[src/rtl/fetch_unit.sv]
// Instruction fetch stage: owns the PC, issues single-outstanding word fetches
// and presents fetched instructions to decode through a one-entry buffer.
module fetch_unit #(
  parameter int unsigned     XLEN     = 32,
  parameter logic [XLEN-1:0] RESET_PC = {XLEN{1'b0}}
) (
  input  logic            clk,
  input  logic            rst,
  output logic            imem_req,
  output logic [XLEN-1:0] imem_addr,
  input  logic            imem_gnt,
  input  logic            imem_rvalid,
  input  logic [XLEN-1:0] imem_rdata,
  input  logic            redirect_valid,
  input  logic [XLEN-1:0] redirect_pc,
  output logic            if_valid,
  input  logic            if_ready,
  output logic [XLEN-1:0] if_pc,
  output logic [XLEN-1:0] if_instr
);

  localparam logic [1:0] S_REQ  = 2'd0;
  localparam logic [1:0] S_WAIT = 2'd1;
  localparam logic [1:0] S_DROP = 2'd2;

  localparam logic [XLEN-1:0] NOP       = XLEN'(32'h0000_0013);
  localparam logic [XLEN-1:0] PC_STEP   = XLEN'(4);
  localparam logic [XLEN-1:0] ALIGN_MSK = ~XLEN'(3);

  logic [1:0]      state_q, state_d;
  logic [XLEN-1:0] pc_q, pc_d;
  logic [XLEN-1:0] req_pc_q, req_pc_d;
  logic            valid_d;
  logic [XLEN-1:0] if_pc_d, if_instr_d;
  logic            req_c;

  // Next-state, PC and output-buffer update; redirect overrides everything last.
  always_comb begin
    state_d    = state_q;
    pc_d       = pc_q;
    req_pc_d   = req_pc_q;
    valid_d    = if_valid;
    if_pc_d    = if_pc;
    if_instr_d = if_instr;
    req_c      = 1'b0;

    if (if_valid && if_ready) valid_d = 1'b0;

    case (state_q)
      S_REQ: begin
        req_c = !if_valid || if_ready;
        if (req_c && imem_gnt) begin
          req_pc_d = pc_q;
          state_d  = redirect_valid ? S_DROP : S_WAIT;
        end
      end
      S_WAIT: begin
        if (imem_rvalid) begin
          state_d = S_REQ;
          if (!redirect_valid) begin
            valid_d    = 1'b1;
            if_pc_d    = req_pc_q;
            if_instr_d = imem_rdata;
            pc_d       = pc_q + PC_STEP;
          end
        end else if (redirect_valid) begin
          state_d = S_DROP;
        end
      end
      S_DROP: begin
        if (imem_rvalid) state_d = S_REQ;
      end
      default: state_d = S_REQ;
    endcase

    if (redirect_valid) begin
      valid_d = 1'b0;
      pc_d    = redirect_pc & ALIGN_MSK;
    end
  end

  always_ff @(posedge clk or posedge rst) begin
    if (rst) begin
      state_q  <= S_REQ;
      pc_q     <= RESET_PC;
      req_pc_q <= RESET_PC;
      if_valid <= 1'b0;
      if_pc    <= {XLEN{1'b0}};
      if_instr <= NOP;
    end else begin
      state_q  <= state_d;
      pc_q     <= pc_d;
      req_pc_q <= req_pc_d;
      if_valid <= valid_d;
      if_pc    <= if_pc_d;
      if_instr <= if_instr_d;
    end
  end

  // Request is a function of state and downstream readiness; forced low in reset.
  assign imem_req  = req_c && !rst;
  assign imem_addr = pc_q & ALIGN_MSK;

endmodule

[config.mk]
export PLATFORM = sky130hd
export DESIGN_NAME = fetch_unit
export DESIGN_NICKNAME = d
export VERILOG_FILES = /design/src/rtl/fetch_unit.sv
export SDC_FILE = /design/constraint.sdc
export NUM_CORES = 1
export LEC_CHECK = 0
export CAP_MARGIN = 20
export CORE_MARGIN = 5
export CORE_UTILIZATION = 42
export DETAILED_ROUTE_END_ITERATION = 8
export HOLD_SLACK_MARGIN = 0.06
export PLACE_DENSITY_LB_ADDON = 0.1
export SETUP_SLACK_MARGIN = 0.4
export SYNTH_ARGS = -nofsm -noshare
export SYNTH_HDL_FRONTEND = slang
export SYNTH_SLANG_ARGS = --single-unit
[constraint.sdc]
create_clock -name clk -period 3.9 [get_ports clk]
set_clock_uncertainty 0.15 [all_clocks]
set_input_delay 0.78 -clock clk [delete_from_list [all_inputs] [get_ports clk]]
set_output_delay 0.78 -clock clk [all_outputs]
set_load 0.02 [all_outputs]
Yosys cells after proc, flatten, opt, wreduce, memory -nomap -nowiden

Index checks and enable logic that the tools add are counted.

Flip-flop bits (word level): 131
Input port bits: 70
Output and inout port bits: 98

Add/subtract/negate cells: 1
Equality and inequality tests: 5
Muxes and demuxes: 14
Bitwise operators: 1
Reduce and logical (&&, ||, !) cells: 13

Operators by type and width:

| operator                | number |
|---|---|
| $mux W32                | 3 |
| $add A32 B3 Y32 const B | 1 |
| $mux W2                 | 5 |
| $pmux W2 S3             | 1 |
| $reduce_and A3 Y1       | 2 |
| $mux W1                 | 5 |
| $ne A2 B2 Y1 const B    | 2 |
| $reduce_and A2 Y1       | 2 |
| $reduce_bool A2 Y1      | 2 |
| $logic_and A1 B1 Y1     | 3 |
| $ne A3 B3 Y1 const B    | 1 |
| $eq A2 B1 Y1 const B    | 1 |
| $eq A2 B2 Y1 const B    | 1 |
| $logic_not A1 Y1        | 2 |
| $logic_not A2 Y1        | 1 |
| $logic_or A1 B1 Y1      | 1 |
| $not A1 Y1              | 1 |

Depth between registers and ports, before layout

Depth after elaboration: 5
Depth in mapped cells: 6
Depth with buffers taken out: 5

Least setup slack after synthesis

Ideal clock, no wire load.

Kind: input to output
Start: in if_ready
End: out imem_req
Arrival time: 1.464 ns
Required time: 2.970 ns
Setup slack: 1.506 ns
Stages on the path: 2
Buffers on the path: 0
Path through: nor2b_1 nor4_1

Word-level cells in the longest chain between the ends: 3

Ends and longest elaborated chain:

| element             | RTL line | text |
|---|---|---|
| start: declaration  | 17       | `input logic if_ready,` |
| $logic_or A1 B1 Y1  | 51       | `req_c = !if_valid \|\| if_ready;` |
| $mux W1             | 49       | `case (state_q)` |
| $logic_and A1 B1 Y1 | 101      | `assign imem_req = req_c && !rst;` |
| end: declaration    | 9        | `output logic imem_req,` |

No other way between the ends.

Worst setup path in the final report

Same ends and word-level chain as after synthesis.

==> results.py <==
metrics = {
    "critical_path": {
        "cp-endpoint": "imem_req",
        "cp_max_fo": 4,
        "reg2reg_depth": 5,
        "r2r-end": "pc_q[20]",
        "cp-start-kind": "input port",
        "path_class": "in2out",
        "critPathLaunch": "if_ready",
        "reg2reg_slack_ps": 1490,
        "worstPathRequired_ps": 2970,
        "r2r_start": "pc_q[2]",
        "arrival_ps": 2180,
        "cp-end-kind": "primary output",
    },
    "clock_network": {
        "clk_latency_ps": 410,
        "cts_tree": "done",
        "cts_setup_buffers": 0,
        "cts_buffer_depth": 2,
        "cts_resized": 0,
        "htreeDepth": 4,
        "cts_sinks": 125,
        "numCtsBuffers": 17,
        "cts.clk_slew.worst_paths_ps": 50,
        "root_buffer": "clkbuf_16",
        "ctsHoldBuffers": 0,
    },
    "placement": {
        "gp_congestion": 0.770,
        "placed_cell_area_mm2": 0.00715,
        "dp_hpwl_mm": 9.20,
        "portBuffers": 161,
    },
    "synthesis": {
        "yosys_warnings": 0,
        "synth_common_cells": "122 x dfrtp_1, 92 x mux2_2, 24 x nand2_1, 18 x nor2_1",
        "async_reset_ff_frac": 1.00,
        "synth-seq-cells": 125,
        "synth.distinct_cells": 43,
        "synth_top_area_cell": "dfrtp_1",
        "synth_area_leaders": "dfrtp_1 57%, mux2_2 19%, or4_1 1.8%",
        "synth_cells": 417,
        "synth_ff_type": "dfrtp_1",
        "yosysMostFrequentCell": "dfrtp_1",
        "synth_top_area_frac": 0.570,
        "syn_area_mm2": 0.00535,
        "syn_area_per_cell_um2": 12.8,
        "synth-seq-area-share": 0.585,
        "synth_edf_count": 0,
    },
    "timing": {
        "drv_slew": 0,
        "fmax_ghz": 0.321,
        "worst_pin_slew_ps": 908,
        "rsz0062_at_grt": "false",
        "period_needed_ps": 3110,
        "fin_crit_sh": 0.798,
        "slew_headroom": 0.394,
        "finalHoldViolations": 0,
        "finalSetupViolations": 0,
        "tns_ps": 0,
    },
    "global_route": {
        "grt_pass1_vias": 4055,
        "antenna_found_initial": 0,
        "grt.total_usage": 0.180,
        "grt_pass1_wl_mm": 20.7,
        "overflow": 0,
        "grt_start_max_net_pins": 66,
    },
    "layout": {
        "seq_area_mm2": 0.00313,
        "layout-drive-gt1-share": 0.229,
        "nets": 653,
        "fillCellCount": 1062,
        "diodes": 0,
        "postLayoutCellArea_mm2": 0.00772,
        "multi_input_area_mm2": 0.00209,
        "syn_to_final_growth_pct": 44.2,
    },
    "detailed_routing": {
        "viasPerCell": 5.11,
        "met1_length_mm": 5.33,
        "drc": 0,
        "antenna_left": 0,
        "drtPass1Iterations": 4,
        "routed.top_layer": "met4",
        "route.met2.wl_mm": 6.21,
        "wl_met3_um": 985,
        "routed_wl_mm": 12.8,
        "drt_iter0_drc": 193,
        "wl_per_cell_um": 16.7,
        "routed-via-count": 3922,
    },
    "floorplan": {
        "start_util": 0.426,
        "die_w_um": 123,
        "die-area_mm2": 0.0151,
        "dieHeight_um": 123,
        "coreArea_mm2": 0.0126,
        "ioPinCount": 168,
        "num_rows": 41,
    },
    "pwr": {
        "vdd_drop_max_mv": 0.356,
        "p_leak_uw": 0.00309,
        "power.density_mw_per_mm2": 678,
    },
    "min_path": {
        "hold_class": "reg2reg",
        "min_from": "req_pc_q[18]",
    },
    "status": {
        "status": "finished, final reports clean",
    },
    "run": {
        "drv_cap": 0,
    },
}
-- through the flow --
stage | worst slack [ps] | cells | hold WS (ps) | utilization | total power, uW
global placement | 762 | 735 | 334 | 0.569 | 3740
floorplan | 1430 | 420 | 325 | - | 2890
global route | 672 | 767 | 363 | 0.614 | 5500
finish | 787 | 767 | 345 | 0.614 | 5240
CTS | 772 | 767 | 349 | 0.614 | 5310
detailed placement | 713 | 735 | 338 | 0.569 | 3790
-- cells in the final DEF, fill, tap and decap left out, drive strengths merged, types with 2 or more instances in the layout --
cell type / n
xnor2: 10
mux2: 92
buf: 9
nor3: 4
a31oi: 15
and4: 4
dfstp: 3
nor2: 18
clkinvlp: 2
nand3: 10
o211ai: 2
dfrtp: 122
clkinv: 4
a21oi: 2
nor4b: 2
nand2: 24
and3: 2
nand4: 7
clkdlybuf4s50: 161
or3: 3
o21ai: 14
clkbuf: 25
inv: 6
o31ai: 12
or4: 13
conb: 4
xor2: 2
bufinv: 2
nand3b: 2
nand2b: 2
nor4: 5
-- how the worst min path moves through the flow --
stage | slack [ps] | cells past startpoint | to
after floorplan | 320 | 1 | req_pc_q[10]
after global placement | 330 | 1 | if_pc[30]
after CTS | 350 | 1 | if_pc[18]
after global routing | 360 | 1 | req_pc_q[22]
after detailed placement | 340 | 1 | if_pc[18]
final | 340 | 1 | if_pc[18]
-- per-layer routing --
metal,up-vias,GRT usage
li1,1852,-
met1,1935,0.222
met2,118,0.280
met3,17,0.0673
met4,0,0.0833
met5,-,0
-- state kept, by name, indices dropped and copies added (netlist names) --
name / count
req_pc_q: 30
state_q: 2
if_instr: 32
if_pc: 30
if_valid: 1
pc_q: 30
-- cell families after synthesis --
group / Yosys count / share of synthesized area
AO/OA/AOI/OAI: 49 / 0.0587
AND/OR/NAND/NOR: 102 / 0.108
buffers and inverters: 34 / 0.0297
adder cells (fa/ha/maj): 1 / 0.00234
multiplexers: 93 / 0.195
XOR/XNOR: 12 / 0.0196
other: 1 / 0.000701
flip-flops: 125 / 0.585
-- worst max-delay path: stages --
cell and delay (ps):
clkdlybuf4s50_1 480, nor2b_1 80, nor4_1 170, clkdlybuf4s50_1 670
-- power by group --
part	switching, uW	internal, uW
Sequential	244	1740
Combinational	788	966
Clock	526	969
-- final cells by class --
type                       count  share of cell area
sequential                   125               0.406
multi-input combinational    261               0.270
timing repair buffer         170               0.219
clock buffer                  25              0.0616
tap                          172              0.0279
clock inverter                 7              0.0113
inverter                       7             0.00389
(Power assumes the default switching activity.)
